===== src/rtl/cond_unit_e.sv =====
// Execute-stage condition check, NZCV flags, enable gating and multicycle sequencing.
// Define COND_PERF_CNT_EN to build the condition-fail and stall performance counters.
module cond_unit_e #(
  parameter logic [3:0] FLAGS_INIT = 4'b0000,
  parameter int         CNT_W      = 16
) (
  input  logic             clk,
  input  logic             rst_p,
  input  logic             Stall,
  input  logic [3:0]       CondE,
  input  logic [1:0]       FlagWE,
  input  logic             PCSE,
  input  logic             RegWE,
  input  logic             MemWE,
  input  logic             NoWriteE,
  input  logic             M_StartE,
  input  logic             MCycleOpE,
  input  logic             MWriteE,
  input  logic [3:0]       ALUFlags,
  input  logic             MCycleDone,
  output logic             CondExE,
  output logic             PCSrcE,
  output logic             RegWriteE,
  output logic             MemWriteE,
  output logic             MWriteGE,
  output logic             MStartO,
  output logic             MCycleOpO,
  output logic             MCycleStall,
  output logic [3:0]       Flags,
  output logic [CNT_W-1:0] CondFailCnt,
  output logic [CNT_W-1:0] MStallCnt
);

  typedef enum logic [1:0] {
    IDLE = 2'd0,
    RUN  = 2'd1,
    DONE = 2'd2
  } state_t;

  state_t state;
  state_t state_nx;

  logic n_f;
  logic z_f;
  logic c_f;
  logic v_f;
  logic adv;
  logic start;

  assign {n_f, z_f, c_f, v_f} = Flags;

  always_comb begin
    CondExE = 1'b1;
    case (CondE)
      4'h0: CondExE = z_f;
      4'h1: CondExE = !z_f;
      4'h2: CondExE = c_f;
      4'h3: CondExE = !c_f;
      4'h4: CondExE = n_f;
      4'h5: CondExE = !n_f;
      4'h6: CondExE = v_f;
      4'h7: CondExE = !v_f;
      4'h8: CondExE = c_f & !z_f;
      4'h9: CondExE = !c_f | z_f;
      4'hA: CondExE = (n_f == v_f);
      4'hB: CondExE = (n_f != v_f);
      4'hC: CondExE = !z_f & (n_f == v_f);
      4'hD: CondExE = z_f | (n_f != v_f);
      default: CondExE = 1'b1;
    endcase
  end

  assign PCSrcE    = PCSE & CondExE;
  assign RegWriteE = RegWE & CondExE & !NoWriteE;
  assign MemWriteE = MemWE & CondExE;
  assign MWriteGE  = MWriteE & CondExE & (state == DONE);
  assign MCycleOpO = MCycleOpE;

  // A stalled instruction is re-presented; only the advancing cycle may commit.
  assign adv = !Stall & !MCycleStall;

  always_ff @(posedge clk or posedge rst_p) begin
    if (rst_p) begin
      Flags <= FLAGS_INIT;
    end else begin
      if (FlagWE[1] & CondExE & adv)
        Flags[3:2] <= ALUFlags[3:2];
      if (FlagWE[0] & CondExE & adv)
        Flags[1:0] <= ALUFlags[1:0];
    end
  end

  // Reset forces the stall low even while the held op is still on M_StartE.
  assign start = M_StartE & CondExE & !rst_p;

  always_ff @(posedge clk or posedge rst_p) begin
    if (rst_p)
      state <= IDLE;
    else
      state <= state_nx;
  end

  always_comb begin
    state_nx    = state;
    MStartO     = 1'b0;
    MCycleStall = 1'b0;
    unique case (state)
      IDLE: begin
        if (start) begin
          MStartO     = 1'b1;
          MCycleStall = 1'b1;
          state_nx    = RUN;
        end
      end
      RUN: begin
        MCycleStall = 1'b1;
        if (MCycleDone)
          state_nx = DONE;
      end
      DONE: begin
        state_nx = IDLE;
      end
      default: begin
        state_nx = IDLE;
      end
    endcase
  end

`ifdef COND_PERF_CNT_EN
  logic any_ctl;

  assign any_ctl = PCSE | RegWE | MemWE | M_StartE | (|FlagWE);

  always_ff @(posedge clk or posedge rst_p) begin
    if (rst_p) begin
      CondFailCnt <= '0;
      MStallCnt   <= '0;
    end else begin
      if (!CondExE & any_ctl & adv)
        CondFailCnt <= CondFailCnt + CNT_W'(1);
      if (MCycleStall)
        MStallCnt <= MStallCnt + CNT_W'(1);
    end
  end
`else
  assign CondFailCnt = '0;
  assign MStallCnt   = '0;
`endif

endmodule


===== config.mk =====
export PLATFORM = sky130hd
export DESIGN_NAME = cond_unit_e
export DESIGN_NICKNAME = d
export VERILOG_FILES = /design/src/rtl/cond_unit_e.sv
export SDC_FILE = /design/constraint.sdc
export NUM_CORES = 1
export LEC_CHECK = 0
export ABC_AREA = 1
export BUFFER_PORTS_ARGS = -buffer_cell sky130_fd_sc_hd__buf_2
export CAP_MARGIN = 20
export CORE_UTILIZATION = 40
export DETAILED_ROUTE_END_ITERATION = 10
export PLACE_DENSITY = 0.8
export SETUP_SLACK_MARGIN = 0.02
export SLEW_MARGIN = 20
export SYNTH_ARGS = -nofsm -noshare
export SYNTH_HDL_FRONTEND = slang
export SYNTH_SLANG_ARGS = --single-unit

===== constraint.sdc =====
create_clock -name clk -period 2.2 [get_ports clk]
set_input_delay 0 -clock clk [delete_from_list [all_inputs] [get_ports clk]]
set_output_delay 0 -clock clk [all_outputs]
set_load 0.02 [all_outputs]

==> run_results.csv <==
group,metric,value,unit
power_and_ir_drop,seq_power_share,26.1,%
drt,drt_first_pass_iters,4,
sta,clock_skew,7.49,ps
setup_path,end_kind,"primary output",
power_and_ir_drop,internal_power,0.362,mW
power_and_ir_drop,ir_worst_vdd,618,uV
global_routing,grt_usage,15.7,%
finish,multi_input_area,498,um^2
setup_path,worst-path-max-fanout,6,
power_and_ir_drop,clockPowerShare,13.5,%
die,core_area,2000,um^2
drt,drt_iter0_drc,13,
synth,seq_area_frac_synth,17.4,%
finish,post-route-util,48.3,%
finish,nets,194,
cts,post_cts_resized,0,
place,portBuffers,30,
sta,period_share,79.6,%
sta,setup_viol,0,
die,start_util,43.1,%
finish,nFillCells,223,
setup_path,path_cells,"inv_1 > nand2_2 > nand3_1 > nand3_1 > nand3_2 > nor2_4 > nor2_4 > nor2_8 > inv_1 > buf_2",
drt,wl,1710,um
finish,insertedDiodeCount,0,
cts,tritoncts,"yes",
cts,hold_buffers,3,
global_routing,antenna_found_initial,0,
synth,synth_seq_cells,6,
setup_path,cp_slowest_cell,"dfrtp_1",
cts,postCtsSetupBuffers,0,
global_routing,grt_max_degree,8,
sta,hold_violations,0,
worst_hold_path,hold_class,"in -> out",
power_and_ir_drop,power_frac_comb,60.3,%
cts,clkSlewWorstSetupHoldPaths,50,ps
power_and_ir_drop,switchingPower,0.422,mW
sta,fin_crit,1750,ps
status,status,"finished, final reports clean",
die,die_h,48.4,um
finish,drive_gt1_share,26.3,%
finish,synthToLayoutAreaGrowth,12.2,%
drt,vias,819,
setup_path,crit_required,2200,ps
place,dp.cells,192,
setup_path,worstPathArrival,1750,ps
setup_path,rrSetupSlack,630,ps
die,rows,16,
die,io_pins,65,
synth,synth_area_per_cell,6.29,um^2
sta,fin_setup_tns,0,ps
setup_path,startpoint_type,"register",
drt,ant_nets,0,
finish,seqCellArea,150,um^2
cts,cts_made_buffers,3,
power_and_ir_drop,sw_frac_of_total,53.8,%
setup_path,worstSetupPathType,"reg -> out",
cts,cts_max_level,1,
drt,post-route-drc-count,0,
synth,yosys.area.top_type_share,28.7,%
sta,max_freq,571,MHz
global_routing,grt_pass1_vias,734,
drt,wl_per_cell,8.65,um
die,fp.dieW,48.4,um
cts,ctsLongestPathBuffers,2,
synth,yosysWarnings,0,
finish,stdcell_count,198,
synth,synth_cell_types,16,
sta,final_max_slew_viol_count,0,
die,die_area,2340,um^2
global_routing,grt_pass1_wl,2880,um
synth,synth_area_leaders,"buf_4, dfrtp_1, nand2_1",
place,gp_congestion,0.876,
sta,whs,0.0593,ps
drt,vias_per_cell,4.14,
cts,cts_root_buf,"clkbuf_4",
job,maxCapViolCount,0,
sta,rsz0062_at_grt,"no",
global_routing,grt-ovfl-total,0,
setup_path,max_stage_delay,430,ps
power_and_ir_drop,p_per_area,811,nW/um^2
synth,syn_inst,137,
cts,cts.sinks,6,
synth,synth_top_area_cell,"buf_4",
place,dpl.hpwl,1350,um
cts,clk_latency,250,ps
power_and_ir_drop,p_leak,0.637,nW
synth,synth_area,862,um^2
[cell usage in the layout, fill, tap and decap left out, types with 2 or more instances in the layout]
| master | count |
|---|---|
| dlygate4sd3_1 | 3 |
| nand3_1 | 8 |
| nor2_4 | 2 |
| nand3_2 | 4 |
| clkbuf_4 | 3 |
| nand4_1 | 6 |
| nand2_1 | 29 |
| nor2_1 | 17 |
| inv_1 | 20 |
| a21oi_1 | 3 |
| dfrtp_1 | 6 |
| conb_1 | 32 |
| nand2_2 | 4 |
| buf_2 | 30 |
[per-layer routing]
metal / GRT usage [%] / share of wire, %
met1: 16.5 / 42
met2: 29.6 / 51
met3: 2.52 / 5.3
met4: 8.82 / 1.7
met5: 0 / 0
[worst max-delay path, delay by kind of cell, from the launching register on]
kind	cells	cell delay (ps)
DFF	1	430
and+or+nand+nor	7	780
buffers and inverters	3	290
[power groups by stage]
stage / Sequential, mW / Clock (mW) / Combinational (mW)
floorplan: 0.239 / 0 / 0.354
global placement: 0.204 / 0 / 0.463
detailed placement: 0.205 / 0 / 0.468
CTS: 0.204 / 0.111 / 0.475
global route: 0.211 / 0.118 / 0.534
finish: 0.205 / 0.106 / 0.473
[per-stage QoR]
stage	power [mW]	worst slack (ps)	area, um^2
final	0.785	448	967
after global routing	0.863	307	967
after CTS	0.790	444	967
after detailed placement	0.674	673	915
after global placement	0.667	671	915
after floorplan	0.593	611	978
[state kept, by name, summed over array words and instances, names as in the netlist]
signal,flops
Flags,4
state,2
[cell families after synthesis]
logic type | Yosys count | synth area share (%)
other | 1 | 0.435
and+or+nand+nor | 71 | 41.5
buffers and inverters | 55 | 38.3
AOI/OAI and AO/OA | 4 | 2.32
DFF | 6 | 17.4
[cells in the mapped netlist]
| cell type | count |
|---|---|
| clkinv_1 | 1 |
| o21ai_0 | 1 |
| a21oi_1 | 3 |
| nor2_1 | 17 |
| nor2_8 | 1 |
| dfrtp_1 | 6 |
| conb_1 | 1 |
| inv_2 | 1 |
| nand4_1 | 6 |
| nand2_1 | 29 |
| buf_4 | 33 |
| nand2_2 | 4 |
| nor2_4 | 2 |
| nand3_1 | 8 |
| inv_1 | 20 |
| nand3_2 | 4 |
[path summary, 6_finish.rpt]
| kind | from | to | depth (start not counted) |
|---|---|---|---|
| worst max-delay path | Flags[0] | MCycleStall | 10 |
| worst max register to register | Flags[0] | Flags[1] | 10 |
| worst min-delay path | MCycleOpE | MCycleOpO | 0 |
| min in group asynchronous | rst_p | Flags[0] | 3 |
| max in group asynchronous | rst_p | Flags[3] | 3 |
| worst min register to register | Flags[1] | Flags[1] | 2 |
[cell type report]
cell class	count	share of cell area, %
Multi-Input combinational cell	107	51.5
Timing Repair Buffer	33	18.6
Sequential cell	6	15.5
Inverter	22	8.54
Tap cell	27	3.49
Clock buffer	3	2.33
No activity file was read; power rests on OpenSTA's default activity.
